--- src/rtl/reg_file_mp_if.sv ---
// Bus bundle for the multi-port register file: read ports, write ports,
// destination allocation, scoreboard view and debug read.
interface reg_file_mp_if #(
  parameter int XLEN  = 32,
  parameter int NREGS = 32,
  parameter int NRD   = 2,
  parameter int NWR   = 1,
  parameter int AW    = $clog2(NREGS)
);
  logic [NRD*AW-1:0]   rs_addr;
  logic [NRD*XLEN-1:0] rs_data;
  logic [NRD-1:0]      rs_busy;
  logic [NWR-1:0]      wr_en;
  logic [NWR*AW-1:0]   wr_addr;
  logic [NWR*XLEN-1:0] wr_data;
  logic                alloc_en;
  logic [AW-1:0]       alloc_addr;
  logic [NREGS-1:0]    busy_vec;
  logic [AW-1:0]       dbg_addr;
  logic [XLEN-1:0]     dbg_data;

  modport master (
    output rs_addr, wr_en, wr_addr, wr_data, alloc_en, alloc_addr, dbg_addr,
    input  rs_data, rs_busy, busy_vec, dbg_data
  );

  modport slave (
    input  rs_addr, wr_en, wr_addr, wr_data, alloc_en, alloc_addr, dbg_addr,
    output rs_data, rs_busy, busy_vec, dbg_data
  );
endinterface

--- src/rtl/reg_file_mp.sv ---
// Multi-port integer register file with prioritised write ports, optional
// write-to-read bypass and a per-register busy scoreboard; x0 reads as zero.
module reg_file_mp #(
  parameter int XLEN   = 32,
  parameter int NREGS  = 32,
  parameter int NRD    = 2,
  parameter int NWR    = 1,
  parameter int BYPASS = 1,
  parameter int AW     = $clog2(NREGS)
) (
  input logic           clk,
  input logic           rst,
  reg_file_mp_if.slave  bus
);

  logic [XLEN-1:0]     regs_q [1:NREGS-1];
  logic [XLEN-1:0]     regs_d [1:NREGS-1];
  logic [NREGS-1:0]    busy_q;
  logic [NREGS-1:0]    busy_d;

  logic [NRD*AW-1:0]   rs_addr_s;
  logic [NWR-1:0]      wr_en_s;
  logic [NWR*AW-1:0]   wr_addr_s;
  logic [NWR*XLEN-1:0] wr_data_s;
  logic [NRD*XLEN-1:0] rs_data_s;
  logic [NRD-1:0]      rs_busy_s;

  assign rs_addr_s = bus.rs_addr;
  assign wr_en_s   = bus.wr_en;
  assign wr_addr_s = bus.wr_addr;
  assign wr_data_s = bus.wr_data;

  function automatic logic [XLEN-1:0] stored(input logic [AW-1:0] a);
    logic [XLEN-1:0] v;
    v = '0;
    if (a != '0) v = regs_q[a];
    else         v = '0;
    return v;
  endfunction

  // Returns {hit, data}; scanning ascending ports lets the highest index win.
  function automatic logic [XLEN:0] bypass_lookup(input logic [AW-1:0] a);
    logic [XLEN:0] r;
    r = {1'b0, stored(a)};
    for (int j = 0; j < NWR; j++) begin
      r = ((BYPASS != 0) && (a != '0) && wr_en_s[j] && (wr_addr_s[j*AW +: AW] == a))
          ? {1'b1, wr_data_s[j*XLEN +: XLEN]} : r;
    end
    return r;
  endfunction

  // Next state: writes in ascending port order, then alloc overrides the clear.
  always_comb begin
    regs_d = regs_q;
    busy_d = busy_q;
    for (int r = 1; r < NREGS; r++) begin
      for (int j = 0; j < NWR; j++) begin
        regs_d[r] = (wr_en_s[j] && (wr_addr_s[j*AW +: AW] == AW'(r)))
                    ? wr_data_s[j*XLEN +: XLEN] : regs_d[r];
        busy_d[r] = (wr_en_s[j] && (wr_addr_s[j*AW +: AW] == AW'(r)))
                    ? 1'b0 : busy_d[r];
      end
      busy_d[r] = (bus.alloc_en && (bus.alloc_addr == AW'(r))) ? 1'b1 : busy_d[r];
    end
    busy_d[0] = 1'b0;
  end

  // Storage and scoreboard state, cleared asynchronously.
  always_ff @(posedge clk or posedge rst) begin
    if (rst) begin
      for (int r = 1; r < NREGS; r++) regs_q[r] <= '0;
      busy_q <= '0;
    end else begin
      regs_q <= regs_d;
      busy_q <= busy_d;
    end
  end

  // Combinational read ports; bypass and busy are forced low while in reset.
  always_comb begin
    logic [XLEN:0]   lk;
    logic [AW-1:0]   ra;
    rs_data_s = '0;
    rs_busy_s = '0;
    lk        = '0;
    ra        = '0;
    for (int k = 0; k < NRD; k++) begin
      ra = rs_addr_s[k*AW +: AW];
      lk = bypass_lookup(ra);
      rs_data_s[k*XLEN +: XLEN] = rst ? {XLEN{1'b0}} : lk[XLEN-1:0];
      rs_busy_s[k] = ~rst & busy_q[ra] & ~lk[XLEN];
    end
  end

  assign bus.rs_data  = rs_data_s;
  assign bus.rs_busy  = rs_busy_s;
  assign bus.busy_vec = busy_q;
  assign bus.dbg_data = stored(bus.dbg_addr);

endmodule

--- src/flat_wrapper.sv ---
// flat-port wrapper written by rule: the top's interface ports become plain ports
module reg_file_mp_flat 
#(
  parameter int XLEN   = 32,
  parameter int NREGS  = 32,
  parameter int NRD    = 2,
  parameter int NWR    = 1,
  parameter int BYPASS = 1,
  parameter int AW     = $clog2(NREGS)
)
  (clk, rst, bus_rs_addr, bus_wr_en, bus_wr_addr, bus_wr_data, bus_alloc_en, bus_alloc_addr, bus_dbg_addr, bus_rs_data, bus_rs_busy, bus_busy_vec, bus_dbg_data);
  reg_file_mp_if #(.XLEN(XLEN), .NREGS(NREGS), .NRD(NRD), .NWR(NWR), .AW(AW)) bus_i ();
  input logic clk;
  input logic rst;
  input wire logic [$bits(bus_i.rs_addr)-1:0] bus_rs_addr;
  input wire logic [$bits(bus_i.wr_en)-1:0] bus_wr_en;
  input wire logic [$bits(bus_i.wr_addr)-1:0] bus_wr_addr;
  input wire logic [$bits(bus_i.wr_data)-1:0] bus_wr_data;
  input wire logic [$bits(bus_i.alloc_en)-1:0] bus_alloc_en;
  input wire logic [$bits(bus_i.alloc_addr)-1:0] bus_alloc_addr;
  input wire logic [$bits(bus_i.dbg_addr)-1:0] bus_dbg_addr;
  output wire logic [$bits(bus_i.rs_data)-1:0] bus_rs_data;
  output wire logic [$bits(bus_i.rs_busy)-1:0] bus_rs_busy;
  output wire logic [$bits(bus_i.busy_vec)-1:0] bus_busy_vec;
  output wire logic [$bits(bus_i.dbg_data)-1:0] bus_dbg_data;
  assign bus_i.rs_addr = bus_rs_addr;
  assign bus_i.wr_en = bus_wr_en;
  assign bus_i.wr_addr = bus_wr_addr;
  assign bus_i.wr_data = bus_wr_data;
  assign bus_i.alloc_en = bus_alloc_en;
  assign bus_i.alloc_addr = bus_alloc_addr;
  assign bus_i.dbg_addr = bus_dbg_addr;
  assign bus_rs_data = bus_i.rs_data;
  assign bus_rs_busy = bus_i.rs_busy;
  assign bus_busy_vec = bus_i.busy_vec;
  assign bus_dbg_data = bus_i.dbg_data;
  reg_file_mp #(.XLEN(XLEN), .NREGS(NREGS), .NRD(NRD), .NWR(NWR), .BYPASS(BYPASS), .AW(AW)) u_core (.clk(clk), .rst(rst), .bus(bus_i));
endmodule
--- config.mk ---
export PLATFORM = sky130hd
export DESIGN_NAME = reg_file_mp_flat
export DESIGN_NICKNAME = d
export VERILOG_FILES = /design/src/rtl/reg_file_mp_if.sv /design/src/rtl/reg_file_mp.sv /design/src/flat_wrapper.sv
export SDC_FILE = /design/constraint.sdc
export NUM_CORES = 2
export LEC_CHECK = 0
export BUFFER_PORTS_ARGS = -buffer_cell sky130_fd_sc_hd__buf_2
export CAP_MARGIN = 10
export CORE_UTILIZATION = 35
export DETAILED_ROUTE_END_ITERATION = 8
export MAX_ROUTING_LAYER = met4
export PLACE_DENSITY = 0.62
export SLEW_MARGIN = 5
export SYNTH_ARGS = -nofsm -noshare
export SYNTH_HDL_FRONTEND = slang
export SYNTH_SLANG_ARGS = --single-unit
export TNS_END_PERCENT = 100
--- constraint.sdc ---
create_clock -name clk -period 64 [get_ports clk]
set_input_delay 9.6 -clock clk [delete_from_list [all_inputs] [get_ports clk]]
set_output_delay 9.6 -clock clk [all_outputs]
set_load 0.02 [all_outputs]
==> metrics.txt <==
top cells by area, synth=dfrtp_1, mux4_2, mux2_2; Skew-Pair Late Insertion Delay=740 ps; routed wirelength normalized by instance count=36.0 um; Pre-antenna DRT Iters=6; Fmax achieved=42.1 MHz; Overflow after GRT=0; Nets=4219; grt peak-use layer=met2; Slew Viols, Final=0; Core Area=179000 sq um; total number of vias=44.0k; Hold Worst Slack=546 ps; Synth area leader=dfrtp_1; Post-synth ARST share=100%; Synth Area in Simple Gates=2.39%; ys flop type=dfrtp_1; M1 GR Usage=32.2%; Syn-to-layout area delta=10.4%; htree depth=3; Post-Synth XOR/XNOR Area=0.125%; drt drc=0; met2 usage=41.2%; largest net degree at the start of global routing=137; unrepaired setup endpoints after global routing=no; Commonest cells post-synth=mux2_2, dfrtp_1, mux4_2; largest family of logic cells by synthesized area=multiplexers; Crit Path Max Fanout=45; r2r setup slk=63160 ps; cts repair resizes=0; RePlAce Congestion=0.865; CTS tree=done; Post-CTS Hold Buffers=0; Vias/cell=6.65; synthesized flop and latch total=1023; status=complete, no violations; max-cap violation count=0; Critical Path Source=bus_rs_addr[0]; IO Count=191; CTS clock-pin slew for the worst setup and hold paths=60 ps; placed instance count=6404; PortBufs=189; Critical Path End=bus_rs_data[6]; fin crit period=23740 ps; Worst setup SP type=input pin; CTS buffer count=107; Gate Count Post-Synth=4239; count leader, synth=mux2_2; initial antenna violation count=16; Netlist cell types=60; Clock Sinks=1023; first-pass GRT wire length=341 mm; Pleak=28.7 nW; die width=427 um; compound-gate portion of the synthesized area=5.14%; die height=427 um; worst slew pin tran=1310 ps; fin crit share=37.1%; number of global-route vias before repair=44.4k; PD cells=30.1 nW/um^2; Avg Cell Area, Syn=14.9 sq um; fill count=16.6k; row count=155; Worst Reg2Reg Path Length in Cells=1; ANT nets after route=0; clk_skew=0 ps; setup repair bufs after CTS=0; area of the die=182000 sq um; drt initial violations=5442; Worst VDD drop=21.2 uV; top cell type's share of synthesized area=40.5%; synth warn=0; CTS Buffer Depth=3; Slew headroom=11.8%; Post-Synth Adder-Cell Area=0%; worst reg2reg startpoint=u_core.regs_q[939]; Synth Cell Area=63200 sq um; Finished Layout Cells=6618; Routed Wire Length=238 mm; post-synthesis mux area share=48.3%; final hold violations=0; root buf cell=clkbuf_16; layout cell share with drive strength beyond 1=56.7%; EDFF count, synth=0; Detailed Place HPWL=134 mm; Hold Path Class=reg -> reg; post-synthesis sequential area ratio=40.5%; all-layer global routing usage=26.9%; Worst setup EP type=output port; Crit path required time=54400 ps; number of setup violations in the final report=0; grt met3 use=6.03%; Net Count, Synth=4300; initial core utilization=35.3%; Setup TNS=0 ps; Crit Path Category=in -> out; Crit path arrival time=14140 ps; RR Endpoint=u_core.regs_q[939]
## state kept, by name (all words and copies together), names as in the netlist
name / cells
u_core.bus.busy_vec: 31
u_core.regs_q: 992
## layout by cell type (no fill, tap or decap), types with 7 or more instances in the layout
| master | netlist | routed |
|---|---|---|
| clkbuf_1 | 248 | 15 |
| bufinv_16 | 0 | 8 |
| nand2_1 | 56 | 49 |
| a221oi_1 | 61 | 61 |
| a21oi_1 | 34 | 34 |
| nor3_1 | 38 | 34 |
| o31ai_1 | 14 | 13 |
| buf_2 | 157 | 177 |
| nand3_1 | 17 | 15 |
| a22o_1 | 55 | 55 |
| nor2b_1 | 49 | 43 |
| buf_4 | 36 | 108 |
| o22ai_1 | 38 | 38 |
| mux2_2 | 1136 | 1136 |
| o21ai_0 | 30 | 30 |
| diode_2 | 0 | 17 |
| dfrtp_1 | 1023 | 1023 |
| inv_1 | 16 | 15 |
| xnor2_1 | 9 | 9 |
| a211oi_1 | 35 | 35 |
| clkinv_2 | 0 | 24 |
| clkbuf_8 | 0 | 23 |
| nand4_1 | 8 | 8 |
| a221o_1 | 32 | 32 |
| nand2b_1 | 19 | 14 |
| mux4_2 | 736 | 736 |
| a22oi_1 | 26 | 26 |
| a32o_1 | 17 | 17 |
| nand2_4 | 0 | 7 |
| mux2i_1 | 112 | 112 |
| clkbuf_16 | 0 | 109 |
| nor2_1 | 82 | 68 |
| nor2_4 | 0 | 11 |
| clkinvlp_4 | 0 | 13 |
| a2111oi_0 | 28 | 28 |
## power breakdown
part	switching, W	internal [W]	leakage (nW)
Combinational	0.000230	0.000316	13.9
Sequential	0.000127	0.000774	13.0
Clock	0.000282	0.000369	1.75
Total	0.000639	0.00146	28.7
## worst max-delay path, cell delays in order
cell and delay, ps:
buf_8 360, buf_4 650, buf_4 660, buf_4 730, mux4_2 360, mux2i_1 80
nand2_1 100, a21oi_1 80, o41ai_1 970, buf_2 320
## routing by layer
metal	share of wire [%]	up-vias	routed length [um]
met1	37	23700	86900
met2	47	2691	112000
li1	-	16900	-
met3	9.2	726	22000
met4	7.1	0	16900
met5	0	-	0
## final cells by class
| class | count | area [sq um] | share of cell area, % |
|---|---|---|---|
| multi-input cells | 2712 | 35600 | 51.1 |
| flip-flops and latches | 1023 | 25600 | 36.7 |
| clock buffers | 146 | 3090 | 4.43 |
| well taps | 2355 | 2950 | 4.23 |
| repair buffers | 296 | 1850 | 2.66 |
| clock inverters | 51 | 510 | 0.732 |
| inverters | 18 | 75.1 | 0.108 |
| diodes | 17 | 42.5 | 0.0610 |
## cell families (layout without fill, tap and decap cells)
kind of cell | after synthesis | in the layout
buffers and inverters | 504 | 511
muxes | 1984 | 1984
DFF | 1023 | 1023
AOI/OAI and AO/OA | 415 | 415
and+or+nand+nor | 303 | 303
xor gates and xnor gates | 9 | 9
other | 1 | 18
## stage by stage
step           setup slack [ps]  util [%]  power, W  cell area (sq um)
6_report                  40260      39.0   0.00210              69700
5_1_grt                   40050      39.0   0.00218              69700
4_1_cts                   40250      39.0   0.00210              69700
3_5_place_dp              40250      37.0   0.00145              66100
3_3_place_gp              40240      37.0   0.00143              66100
2_1_floorplan             17650         -   0.00129              63200
## worst min path at each step
stage	slack (ps)	cells past startpoint	to	from
after floorplan	510	1	u_core.regs_q[423]	u_core.regs_q[423]
after global placement	520	1	u_core.regs_q[417]	u_core.regs_q[417]
after detailed placement	530	1	u_core.regs_q[900]	u_core.regs_q[900]
after CTS	540	1	u_core.regs_q[699]	u_core.regs_q[699]
after global routing	560	1	u_core.regs_q[788]	u_core.regs_q[788]
final	550	1	u_core.regs_q[430]	u_core.regs_q[430]
Note: power is estimated with default switching activity, not from simulation.
